### config.mk
export PLATFORM = sky130hd
export DESIGN_NAME = sub16_sched
export DESIGN_NICKNAME = d
export VERILOG_FILES = /design/src/rtl/sub16_sched.sv
export SDC_FILE = /design/constraint.sdc
export NUM_CORES = 1
export LEC_CHECK = 0
export CAP_MARGIN = 20
export CORE_ASPECT_RATIO = 0.6
export CORE_MARGIN = 1.5
export CORE_UTILIZATION = 44
export DETAILED_ROUTE_END_ITERATION = 6
export PLACE_DENSITY_LB_ADDON = 0.08
export SLEW_MARGIN = 15
export SYNTH_ARGS = -nofsm -noshare
export SYNTH_HDL_FRONTEND = slang
export SYNTH_SLANG_ARGS = --single-unit
### constraint.sdc
create_clock -name clk -period 3.5 [get_ports clk]
set_input_delay 0.7 -clock clk [delete_from_list [all_inputs] [get_ports clk]]
set_output_delay 0.7 -clock clk [all_outputs]
set_load 0.02 [all_outputs]
### src/rtl/sub16_sched.sv
// Round-robin scheduler sharing one 4-bit borrow-ripple subtractor slice between two
// requesters; computes A - B - bin one nibble per clock, LSB first.
module sub16_sched #(
  parameter int NIBBLES = 4
) (
  input  logic                   clk,
  input  logic                   rst_n,
  input  logic [1:0]             req,
  input  logic [4*NIBBLES-1:0]   a0,
  input  logic [4*NIBBLES-1:0]   b0,
  input  logic                   bin0,
  input  logic [4*NIBBLES-1:0]   a1,
  input  logic [4*NIBBLES-1:0]   b1,
  input  logic                   bin1,
  output logic [1:0]             gnt,
  output logic                   busy,
  output logic                   done,
  output logic                   id,
  output logic [4*NIBBLES-1:0]   diff,
  output logic                   bout,
  output logic                   zero,
  output logic                   ovf
);

  localparam int W  = 4 * NIBBLES;
  localparam int KW = (NIBBLES > 1) ? $clog2(NIBBLES) : 1;
  localparam logic [KW-1:0] K_LAST = KW'(NIBBLES - 1);

  typedef enum logic [1:0] {
    IDLE = 2'd0,
    RUN  = 2'd1,
    DONE = 2'd2
  } state_t;

  state_t        state, state_nxt;
  logic [KW-1:0] k, k_nxt;
  logic          ptr, ptr_nxt;
  logic [W-1:0]  a_q, a_nxt;
  logic [W-1:0]  b_q, b_nxt;
  logic          bin_q, bin_nxt;
  logic          brw_q, brw_nxt;
  logic [W-1:0]  acc_q, acc_nxt;

  logic [1:0]    gnt_nxt;
  logic          busy_nxt;
  logic          done_nxt;
  logic          id_nxt;
  logic [W-1:0]  diff_nxt;
  logic          bout_nxt;
  logic          zero_nxt;
  logic          ovf_nxt;

  logic          win;
  logic [KW+1:0] nib_lo;
  logic [3:0]    slice_a;
  logic [3:0]    slice_b;
  logic          slice_cin;
  logic [4:0]    slice_out;

  // Shared nibble slice: returns {borrow_out, difference[3:0]}.
  function automatic logic [4:0] sub_slice(input logic [3:0] x, input logic [3:0] y,
                                           input logic c);
    logic [3:0] s;
    logic       br;
    br = c;
    for (int i = 0; i < 4; i++) begin
      s[i] = x[i] ^ y[i] ^ br;
      br   = (~x[i] & y[i]) | (~(x[i] ^ y[i]) & br);
    end
    return {br, s};
  endfunction

  // Pointer side wins a tie; a lone request always wins.
  assign win       = req[1] & (~req[0] | ptr);
  assign nib_lo    = {k, 2'b00};
  assign slice_a   = a_q[nib_lo +: 4];
  assign slice_b   = b_q[nib_lo +: 4];
  assign slice_cin = (k == '0) ? bin_q : brw_q;
  assign slice_out = sub_slice(slice_a, slice_b, slice_cin);

  always_comb begin
    state_nxt = state;
    k_nxt     = k;
    ptr_nxt   = ptr;
    a_nxt     = a_q;
    b_nxt     = b_q;
    bin_nxt   = bin_q;
    brw_nxt   = brw_q;
    acc_nxt   = acc_q;
    gnt_nxt   = 2'b00;
    busy_nxt  = busy;
    done_nxt  = 1'b0;
    id_nxt    = id;
    diff_nxt  = diff;
    bout_nxt  = bout;
    zero_nxt  = zero;
    ovf_nxt   = ovf;

    case (state)
      IDLE: begin
        busy_nxt = 1'b0;
        if (req != 2'b00) begin
          state_nxt    = RUN;
          k_nxt        = '0;
          ptr_nxt      = ~win;
          a_nxt        = win ? a1 : a0;
          b_nxt        = win ? b1 : b0;
          bin_nxt      = win ? bin1 : bin0;
          brw_nxt      = 1'b0;
          acc_nxt      = '0;
          gnt_nxt[win] = 1'b1;
          busy_nxt     = 1'b1;
          id_nxt       = win;
        end
      end

      RUN: begin
        acc_nxt[nib_lo +: 4] = slice_out[3:0];
        brw_nxt              = slice_out[4];
        k_nxt                = k + 1'b1;
        // Results are published only on the final nibble so outputs stay stable between dones.
        if (k == K_LAST) begin
          state_nxt = DONE;
          k_nxt     = '0;
          done_nxt  = 1'b1;
          diff_nxt  = acc_nxt;
          bout_nxt  = slice_out[4];
          zero_nxt  = (acc_nxt == '0);
          ovf_nxt   = (a_q[W-1] != b_q[W-1]) && (acc_nxt[W-1] != a_q[W-1]);
        end
      end

      DONE: begin
        state_nxt = IDLE;
        busy_nxt  = 1'b0;
      end

      default: begin
        state_nxt = IDLE;
        busy_nxt  = 1'b0;
      end
    endcase
  end

  always_ff @(posedge clk) begin
    if (!rst_n) begin
      state <= IDLE;
      k     <= '0;
      ptr   <= 1'b0;
      a_q   <= '0;
      b_q   <= '0;
      bin_q <= 1'b0;
      brw_q <= 1'b0;
      acc_q <= '0;
      gnt   <= 2'b00;
      busy  <= 1'b0;
      done  <= 1'b0;
      id    <= 1'b0;
      diff  <= '0;
      bout  <= 1'b0;
      zero  <= 1'b0;
      ovf   <= 1'b0;
    end else begin
      state <= state_nxt;
      k     <= k_nxt;
      ptr   <= ptr_nxt;
      a_q   <= a_nxt;
      b_q   <= b_nxt;
      bin_q <= bin_nxt;
      brw_q <= brw_nxt;
      acc_q <= acc_nxt;
      gnt   <= gnt_nxt;
      busy  <= busy_nxt;
      done  <= done_nxt;
      id    <= id_nxt;
      diff  <= diff_nxt;
      bout  <= bout_nxt;
      zero  <= zero_nxt;
      ovf   <= ovf_nxt;
    end
  end

endmodule
==> results of run 1 <==
[layer usage]
metal | wire [µm] | part of all wire [%] | vias up | global-route usage, %
li1 | - | - | 1587 | -
met1 | 4960 | 51 | 1574 | 32.85
met2 | 3997 | 41 | 124 | 34.41
met3 | 701 | 7.2 | 8 | 5.901
met4 | 74 | 0.76 | 0 | 6.667
met5 | 0 | 0 | - | 0
[state kept, by name, indices dropped and copies added (netlist names)]
| name | flops |
|---|---|
| a_q | 16 |
| k | 2 |
| acc_q | 16 |
| busy | 1 |
| ovf | 1 |
| b_q | 16 |
| bout | 1 |
| brw_q | 1 |
| bin_q | 1 |
| id | 1 |
| diff | 16 |
| ptr | 1 |
| done | 1 |
| state | 2 |
| zero | 1 |
| gnt | 2 |
[cells in the mapped netlist (all sizes together)]
library cell and count:
a222oi 33, or2 1, nor3 1, o2111a 1, a31oi 19, buf 21
nand2 19, fa 4, a21oi 5, nor2 72, o21ba 1, inv 8
and3b 2, o22ai 5, nor2b 19, nor4 2, nor3b 3, and4bb 1
ha 6, mux2i 2, dfxtp 79, a211oi 18, and4 1, mux4 8
a2111oi 1, o21ai 3, and2 8, nor4bb 1, a31o 1, o22a 12
o21a 3, o211a 2, nand2b 1, clkbuf 17, nand3 2
[metrics by stage]
step	cell area (µm²)	total power [µW]
2_1_floorplan	3700	1278
3_3_place_gp	4659	1444
3_5_place_dp	4659	1450
4_1_cts	4951	2365
5_1_grt	4954	2451
6_report	4954	2350
[power groups by stage]
stage | registers [µW] | logic [µW] | clock network, µW
after global routing | 982 | 499 | 970
after global placement | 997 | 447 | 0
after CTS | 977 | 457 | 931
after detailed placement | 997 | 454 | 0
after floorplan | 988 | 289 | 0
final | 978 | 459 | 913
[layout make-up]
type | instances | area [µm²]
repair buffers | 105 | 1033
clock inverters | 4 | 45.04
well taps | 108 | 135.1
multi-input cells | 257 | 1881
fillers | 661 | 3023
clock buffers | 12 | 246.5
inverters | 8 | 30.03
flip-flops and latches | 79 | 1583
[cell families (layout without fill, tap and decap cells)]
group / after synthesis / in the layout / share of synthesized area [%]
adder cells (fa/ha/maj): 10 / 10 / 4.221
multiplexers: 10 / 10 / 5.446
flip-flops: 79 / 79 / 43.02
AND/OR/NAND/NOR: 133 / 133 / 17.39
buffers and inverters: 46 / 129 / 6.195
AO/OA/AOI/OAI: 104 / 104 / 23.72
[worst paths after layout]
check        startpoint  endpoint  slack, ps
max                k[0]      zero        170
min                busy      busy        480
max reg2reg        k[0]      zero        170
min reg2reg        busy      busy        480
[worst max-delay path, delay by kind of cell, from the launching register on]
| family | cells | cell delay, ps |
|---|---|---|
| adders and majority gates | 4 | 1690 |
| muxes | 1 | 540 |
| and+or+nand+nor | 3 | 440 |
| DFF | 1 | 350 |
| AOI/OAI and AO/OA | 1 | 200 |
==> results by stage, run 1 <==
Clock network:
- The maximum level of the CTS H-tree is 3.
- CTS saw 79 sinks.
- The count of buffers added by post-CTS timing repair for setup is 0.
- The hold-fix buffer count after cts is 0.
- In this run the clock root is driven by a clkbuf_16.
- The maximum root-to-sink buffer count is 2.
- The clock latency on the worst-skew pair is 330 ps.
- The clock transition at the registers of the reported paths is 60 ps.
- The number of clock buffers inserted by TritonCTS is 9.
- TritonCTS built the clock tree.
- Gates resized during post-CTS repair numbered 0.

Layout:
- In the final design database the tool counted 540 nets.
- From synthesis to final layout, the design area changed by 34.75%.
- The antenna cell count is 0.
- The final core utilization is 62.10%.
- The library cell used most frequently in the layout, excluding fill and tap cells, is clkdlybuf4s50_1.
- Cells with a size suffix above 1 make up 10.97% of the layout.
- The top cell types in the final layout, fill and taps aside, are 93 x clkdlybuf4s50_1, 78 x dfxtp_1, 71 x nor2_1.
- The finished layout holds 573 standard cells, fillers aside.

STA:
- The final cycle utilization of the critical path is 95.21%.
- The relative slew slack is 26.47%.
- Clock skew on the completed layout was measured at 5.278 ps.
- The actual transition at the worst max-transition pin is 1103 ps.
- The sum of negative setup slack is 0 ps.
- Setup repair after global routing left no endpoint under its margin.
- The maximum achievable frequency is 300.1 MHz.
- The tightest hold path in the finished design has a slack of 479.3 ps.
- The count of final hold-check violations was 0.
- Setup violations remaining at the end of the flow were counted as 0.
- The final number of max-transition violations is 0.
- The worst path needs 3332 ps of the cycle, external delays included.
- In the post-route analysis, the smallest setup slack over all paths is 167.7 ps.

Route:
- The via count normalized by instance count is 5.747.
- In the routed design, unresolved DRC markers number 14.
- After detailed routing, the average wire length per cell comes to 16.99 µm.
- The detailed-router iteration count before antenna repair is 7.
- The count of nets left with antenna violations after detail routing is 0.
- The routed design has 9.734 mm of wire.
- The overall via count from detail_route is 3,293.
- The number of design-rule violations left by the first detailed-router iteration is 445.

Synth:
- The number of different library cells used by synthesis comes to 42.
- The flop and latch count out of synthesis is 79.
- After synthesis, the cell types taking the most area are dfxtp_1 43%, a222oi_1 9.0%, nor2_1 7.2%.
- After technology mapping, the gate count stands at 382.
- The top cell type's share of synthesized area is 43.02%.
- Of all cell types, the one taking the most synthesized area is dfxtp_1.
- The number of warnings issued by yosys is 0.
- The post-synthesis cell area is 3676 µm².
- A synthesized cell averages 9.623 µm².
- The register area share after synthesis is 43.02%.
- The post-synth net total is 462.

Place:
- The quantity of I/O buffers inserted on ports is 93.
- The number of placed cells counting well taps is 557.
- The final estimated routing congestion in global placement is 0.8714.
- Detailed placement finished with a half-perimeter wire length of 7.151 mm.
- The worst setup timing slack at the placement stage is 132.3 ps.

Die:
- From bottom edge to top edge, the die measures 73.80 µm.
- For this configuration, the core starts out at a cell density of 46.09%.
- The chip width is 121 µm.
- The top-level port count is 94.
- After floorplanning, the core was divided into 25 placement rows.
- The placeable core region is 7976 µm².
- The die area is 8930 µm².

Setup path:
- Measured in cells, the most critical reg-to-reg path has a length of 9.
- Data arrives at the worst endpoint at 3560 ps.
- The critical path goes through mux4_2, fa_2, fa_2, fa_2, fa_2, or2_2, nand3_1, and4_1, a31o_1.
- Along the worst path, the maximum fanout reaches 5.
- STA classifies the critical path endpoint as a flip-flop.
- The critical path startpoint category is a flip-flop.
- The largest single stage delay on the critical path is 600 ps.
- The worst setup path is of the flip-flop to flip-flop kind.
- Counting stages on the worst path, the most repeated cell is fa_2.
- On the critical path, the stage with the largest delay is an instance of fa_2.
- The required time at the worst-slack endpoint is 3730 ps.

Min path:
- In this run the worst hold path is classified as flip-flop to flip-flop.
- The worst hold path passes through 2 cells.

Power:
- The maximum ir drop on the vdd rail is 316.1 µV.
- Net switching is 25.95% of the power.
- The share of total power dissipated in sequential elements is 41.6%.
- The internal power of the cells totals 1740 µW.
- The leakage power is 0.001791 µW.
- For this design the total switching power over the nets is 609.7 µW.
- Combinational cells account for 19.5% of the total power.
- Dividing total power by cell area gives a power density of 474.3 nW/µm².
- Of the total power, the clock network draws 38.8%.

Run:
- Across the run, the number of max-cap violations was 0.

Outcome:
- The checks that failed: design-rule violations.
- The flow ran to the end, but the final reports show violations.

Global routing:
- The via count of the first global-routing pass is 3,156.
- Global routing finished with a remaining overflow of 0.
- The global-route wire length before repair is 15.93 mm.
- The number of antenna violations at the first check in global routing was 0.
- Entering global routing, the biggest net connects 39 pins.
- The total track usage is 23.01%.
Note: power is estimated with default switching activity, not from simulation.
==> run 2, diff against run 1 <==
- CAP_MARGIN: 20 -> default
==> results of run 2 <==
The final DEF is identical to that of run 1; final timing and power are the same.
